--- src/rtl/id_ex_hazard_ctrl.sv ---
// ID/EX sequencing controller: load-use bubbles, vector-op freeze, branch flush,
// and a saturating count of cycles in which the PC was held.
module id_ex_hazard_ctrl #(
    parameter int VEC_LAT   = 4,
    parameter int FLUSH_CYC = 1,
    parameter int CNT_W     = 16
) (
    input  logic             clk,
    input  logic             rst,
    input  logic             id_valid,
    input  logic [4:0]       id_rs1,
    input  logic [4:0]       id_rs2,
    input  logic             id_use_rs1,
    input  logic             id_use_rs2,
    input  logic             ex_valid,
    input  logic [4:0]       ex_rd,
    input  logic             ex_reg_write,
    input  logic [1:0]       ex_mem_to_reg,
    input  logic             ex_is_vec,
    input  logic             branch_taken,
    output logic             pc_en,
    output logic             if_id_en,
    output logic             if_id_flush,
    output logic             id_ex_en,
    output logic             id_ex_bubble,
    output logic             vec_busy,
    output logic [1:0]       state,
    output logic [CNT_W-1:0] stall_cycles
);

    localparam logic [1:0] S_RUN   = 2'd0;
    localparam logic [1:0] S_VBUSY = 2'd1;
    localparam logic [1:0] S_FLUSH = 2'd2;

    localparam logic [2:0] VEC_RELOAD   = 3'(VEC_LAT - 1);
    localparam logic [2:0] FLUSH_RELOAD = 3'(FLUSH_CYC);
    localparam bit         VEC_MULTI    = (VEC_LAT > 1);

    logic [1:0]       r_state;
    logic [1:0]       w_state_next;
    logic [2:0]       r_cnt;
    logic [2:0]       w_cnt_next;
    logic [CNT_W-1:0] r_stall_cycles;

    logic w_branch;
    logic w_vec_start;
    logic w_load_use;

    assign w_branch    = ex_valid & branch_taken;
    assign w_vec_start = ex_valid & ex_is_vec & VEC_MULTI;
    assign w_load_use  = ex_valid & ex_reg_write & (ex_mem_to_reg == 2'b01) &
                         (ex_rd != 5'd0) & id_valid &
                         ((id_use_rs1 & (id_rs1 == ex_rd)) |
                          (id_use_rs2 & (id_rs2 == ex_rd)));

    always_ff @(posedge clk or posedge rst) begin
        if (rst) begin
            r_state <= S_RUN;
            r_cnt   <= 3'd0;
        end else begin
            r_state <= w_state_next;
            r_cnt   <= w_cnt_next;
        end
    end

    always_comb begin
        w_state_next = r_state;
        w_cnt_next   = r_cnt;
        case (r_state)
            S_RUN: begin
                if (w_branch) begin
                    w_state_next = S_FLUSH;
                    w_cnt_next   = FLUSH_RELOAD;
                end else if (w_vec_start) begin
                    w_state_next = S_VBUSY;
                    w_cnt_next   = VEC_RELOAD;
                end
            end
            S_VBUSY: begin
                w_cnt_next = r_cnt - 3'd1;
                if (r_cnt <= 3'd1) w_state_next = S_RUN;
            end
            S_FLUSH: begin
                // A further taken branch restarts the flush window.
                if (w_branch) begin
                    w_cnt_next = FLUSH_RELOAD;
                end else begin
                    w_cnt_next = r_cnt - 3'd1;
                    if (r_cnt <= 3'd1) w_state_next = S_RUN;
                end
            end
            default: begin
                w_state_next = S_RUN;
                w_cnt_next   = 3'd0;
            end
        endcase
    end

    always_comb begin
        pc_en        = 1'b1;
        if_id_en     = 1'b1;
        id_ex_en     = 1'b1;
        if_id_flush  = 1'b0;
        id_ex_bubble = 1'b0;
        vec_busy     = 1'b0;
        if (!rst) begin
            case (r_state)
                S_RUN: begin
                    if (w_branch) begin
                        if_id_flush  = 1'b1;
                        id_ex_bubble = 1'b1;
                    end else if (w_vec_start) begin
                        pc_en    = 1'b0;
                        if_id_en = 1'b0;
                        id_ex_en = 1'b0;
                        vec_busy = 1'b1;
                    end else if (w_load_use) begin
                        pc_en        = 1'b0;
                        if_id_en     = 1'b0;
                        id_ex_bubble = 1'b1;
                    end
                end
                S_VBUSY: begin
                    pc_en    = 1'b0;
                    if_id_en = 1'b0;
                    id_ex_en = 1'b0;
                    vec_busy = 1'b1;
                end
                S_FLUSH: begin
                    if_id_flush  = 1'b1;
                    id_ex_bubble = 1'b1;
                end
                default: ;
            endcase
        end
    end

    always_ff @(posedge clk or posedge rst) begin
        if (rst) begin
            r_stall_cycles <= '0;
        end else if (!pc_en && (r_stall_cycles != {CNT_W{1'b1}})) begin
            r_stall_cycles <= r_stall_cycles + CNT_W'(1);
        end
    end

    assign state        = r_state;
    assign stall_cycles = r_stall_cycles;

endmodule

--- config.mk ---
export PLATFORM = sky130hd
export DESIGN_NAME = id_ex_hazard_ctrl
export DESIGN_NICKNAME = d
export VERILOG_FILES = /design/src/rtl/id_ex_hazard_ctrl.sv
export SDC_FILE = /design/constraint.sdc
export NUM_CORES = 1
export LEC_CHECK = 0
export ABC_AREA = 1
export CELL_PAD_IN_SITES_DETAIL_PLACEMENT = 0
export CELL_PAD_IN_SITES_GLOBAL_PLACEMENT = 2
export CORE_ASPECT_RATIO = 1.5
export CORE_MARGIN = 2
export CORE_UTILIZATION = 25
export DETAILED_ROUTE_END_ITERATION = 16
export PLACE_DENSITY_LB_ADDON = 0.1
export SLEW_MARGIN = 20
export SYNTH_ARGS = -nofsm -noshare
export SYNTH_HDL_FRONTEND = slang
export SYNTH_SLANG_ARGS = --single-unit
--- constraint.sdc ---
create_clock -name clk -period 2.4 [get_ports clk]
set_input_delay 0.24 -clock clk [delete_from_list [all_inputs] [get_ports clk]]
set_output_delay 0.24 -clock clk [all_outputs]
set_load 0.03 [all_outputs]
==> results_dict.tcl <==
set metrics [dict create \
    status "finished clean" \
    synth_top_area_frac 0.314 \
    leakagePower_nw 1.16 \
    syn-num-nets 287 \
    htreeDepth 1 \
    yosysTopAreaCell "dfrtp_1" \
    initial_utilization 0.258 \
    synthCells 254 \
    drt_iter0_drc 46 \
    synth_edf_count 0 \
    final_nets 343 \
    rrSetupSlack_ns 0.46 \
    grt_max_degree 23 \
    grt_pass1_vias 1769 \
    post_drt_wl_per_cell_um 12.8 \
    drt_wl_total_um 4940 \
    cp_max_fo 5 \
    worstMarginPinSlew_ns 0.389 \
    ys_warn_count 0 \
    post_synth.cell_area_avg_um2 6.59 \
    grt_usage 0.138 \
    ant_nets 0 \
    synth_cell_type_count 26 \
    clock-sinks 21 \
    drc_errors 0 \
    cts_tree "yes" \
    rr_startpoint "state[1]$_DFFE_PP0P_" \
    mostFrequentLayoutCells "88 x nand2_1, 43 x clkdlybuf4s50_1, 35 x inv_1" \
    grt_pass1_wl_um 8310 \
    place.gp.congestion 0.724 \
    syn_to_final_growth_pct 37.8 \
    dr_total_vias 1692 \
    grt_overflow_total 0 \
    max_freq_mhz 454 \
    rsz0062_at_grt "yes" \
    fin_skew_ns 0.00361 \
    fin_setup_tns_ns 0 \
    die_area_um2 7380 \
    placed_cell_area_um2 2260 \
    design_area_um2 2310 \
    synthTopCellsByArea "dfrtp_1 31%, nand2_1 20%, nand3_1 8.4%, inv_1 7.9%, ha_1 5.2%" \
    drv_cap 0 \
    synth_area_um2 1670 \
    vias_per_cell 4.39 \
    cts_max_path_buffers 2 \
    async_flop_share 1.00 \
    die_h_um 104 \
    die_x_um 70.8 \
    worst-endpoint-arrival_ns 1.96 \
    io_pins 50 \
    finalCritPeriodShare 0.917 \
    ys_seq_area_frac 0.314 \
    p_total_w 0.00169 \
    crit_required_ns 2.16 \
    worst_ir_drop_vdd_mv 0.316 \
    cellPowerDensity_nw_per_um2 735 \
    path_clk_slew_ns 0.09 \
    firstDrtPassIters 4 \
    cts_root_buf "clkbuf_8" \
    crit_type "reg -> out" \
    critical_path.startpoint_type "flop" \
    reg2reg_depth 10 \
    hold_path.class "in -> async" \
    relSlewSlack 0.739 \
    period_needed_ns 2.20 \
    drive_gt1_frac 0.0874 \
    final_hold_viol_count 0 \
    reg2reg_to "stall_cycles[13]$_DFFE_PP0P_" \
    cts_buffers 3 \
    yosys_most_used_dff "dfrtp_1" \
    num_rows 36 \
    port_buffers 49 \
    antenna_cells 0 \
    clk_latency_ns 0.26 \
    timing.critical_path.to_type "output port" \
    antenna_found_initial 0 \
    ys_ff_latch 21 \
    post-cts-setup-buffer-count 0 \
    layout_commonest_cell "nand2_1" \
    setup-violations-final 0 \
    final_core_util 0.356 \
    core_area_um2 6490 \
    dp_hpwl_um 3900 \
    maxSlewViolCount 0 \
]
==> worst max path at each step <==
stage | slack [ns] | depth (start not counted) | end | from
global placement | 0.06 | 11 | if_id_en | ex_rd[3]
finish | 0.20 | 8 | pc_en | state[0]$_DFFE_PP0P_
detailed placement | 0.07 | 11 | pc_en | ex_rd[3]
floorplan | 0.04 | 9 | pc_en | state[0]$_DFFE_PP0P_
global route | -0.02 | 8 | pc_en | state[0]$_DFFE_PP0P_
CTS | 0.09 | 5 | id_ex_en | state[0]$_DFFE_PP0P_
==> stage by stage <==
step                      setup slack, ns  cells  hold WS, ns
final                               0.198    385        0.354
after detailed placement           0.0707    381        0.495
after global routing              -0.0158    385        0.394
after CTS                          0.0925    385        0.380
after floorplan                    0.0368    254        0.228
after global placement             0.0636    381        0.481
==> registers in the layout, summed over array words and instances (netlist names) <==
| signal | flops |
|---|---|
| state | 2 |
| stall_cycles | 16 |
| r_cnt | 3 |
==> cells in the mapped netlist, types with 2 or more instances <==
| cell | n |
|---|---|
| nor2_1 | 21 |
| o22ai_1 | 2 |
| ha_1 | 7 |
| nand2_1 | 88 |
| buf_6 | 3 |
| inv_1 | 35 |
| nand2_4 | 2 |
| dfrtp_1 | 21 |
| xnor2_1 | 3 |
| a21oi_1 | 6 |
| xor2_1 | 9 |
| inv_2 | 4 |
| nor3_1 | 8 |
| o21ai_0 | 6 |
| nand3_1 | 28 |
==> layout make-up <==
cell class / count / area (um2)
Fill cell: 741 / 4180
Sequential cell: 21 / 528
Timing Repair Buffer: 56 / 536
Tap cell: 76 / 95.1
Clock buffer: 4 / 45.0
Multi-Input combinational cell: 189 / 956
Inverter: 39 / 146
==> metal layers <==
metal | part of all wire | wire length, um | up-vias | GRT usage
li1 | - | - | 900 | -
met1 | 0.38 | 1900 | 759 | 0.145
met2 | 0.57 | 2820 | 31 | 0.278
met3 | 0.039 | 194 | 2 | 0.0184
met4 | 0.0057 | 28 | 0 | 0.0283
met5 | 0 | 0 | - | 0
==> power by group <==
part,leakage [nW],switching [W],internal (W)
clock,0.0228,0.000128,0.000119
sequential,0.279,0.0000705,0.000428
combinational,0.858,0.000575,0.000373
==> critical path, stage by stage (launching register included) <==
cell and delay (ns):
dfrtp_2 0.45, ha_1 0.24, o21ai_0 0.17, buf_4 0.15, nor2_1 0.05, nand3_1 0.07
nand2_1 0.10, inv_1 0.08, dlygate4sd2_1 0.39
==> what timing repair did <==
| action | 4_1_cts | 5_1_grt |
|---|---|---|
| resized for setup | 2 | 1 |
| hold buffers | 0 | 0 |
| setup endpoints to repair | 2 | 3 |
==> kinds of logic after synthesis <==
kind of cell,after synthesis,share of synthesized area
fa+ha+maj,7,0.0524
xor+xnor,12,0.0628
compound gates,17,0.0561
simple gates,153,0.399
buf+inv,44,0.115
flops,21,0.314
Power figures use the tool's default switching activity.
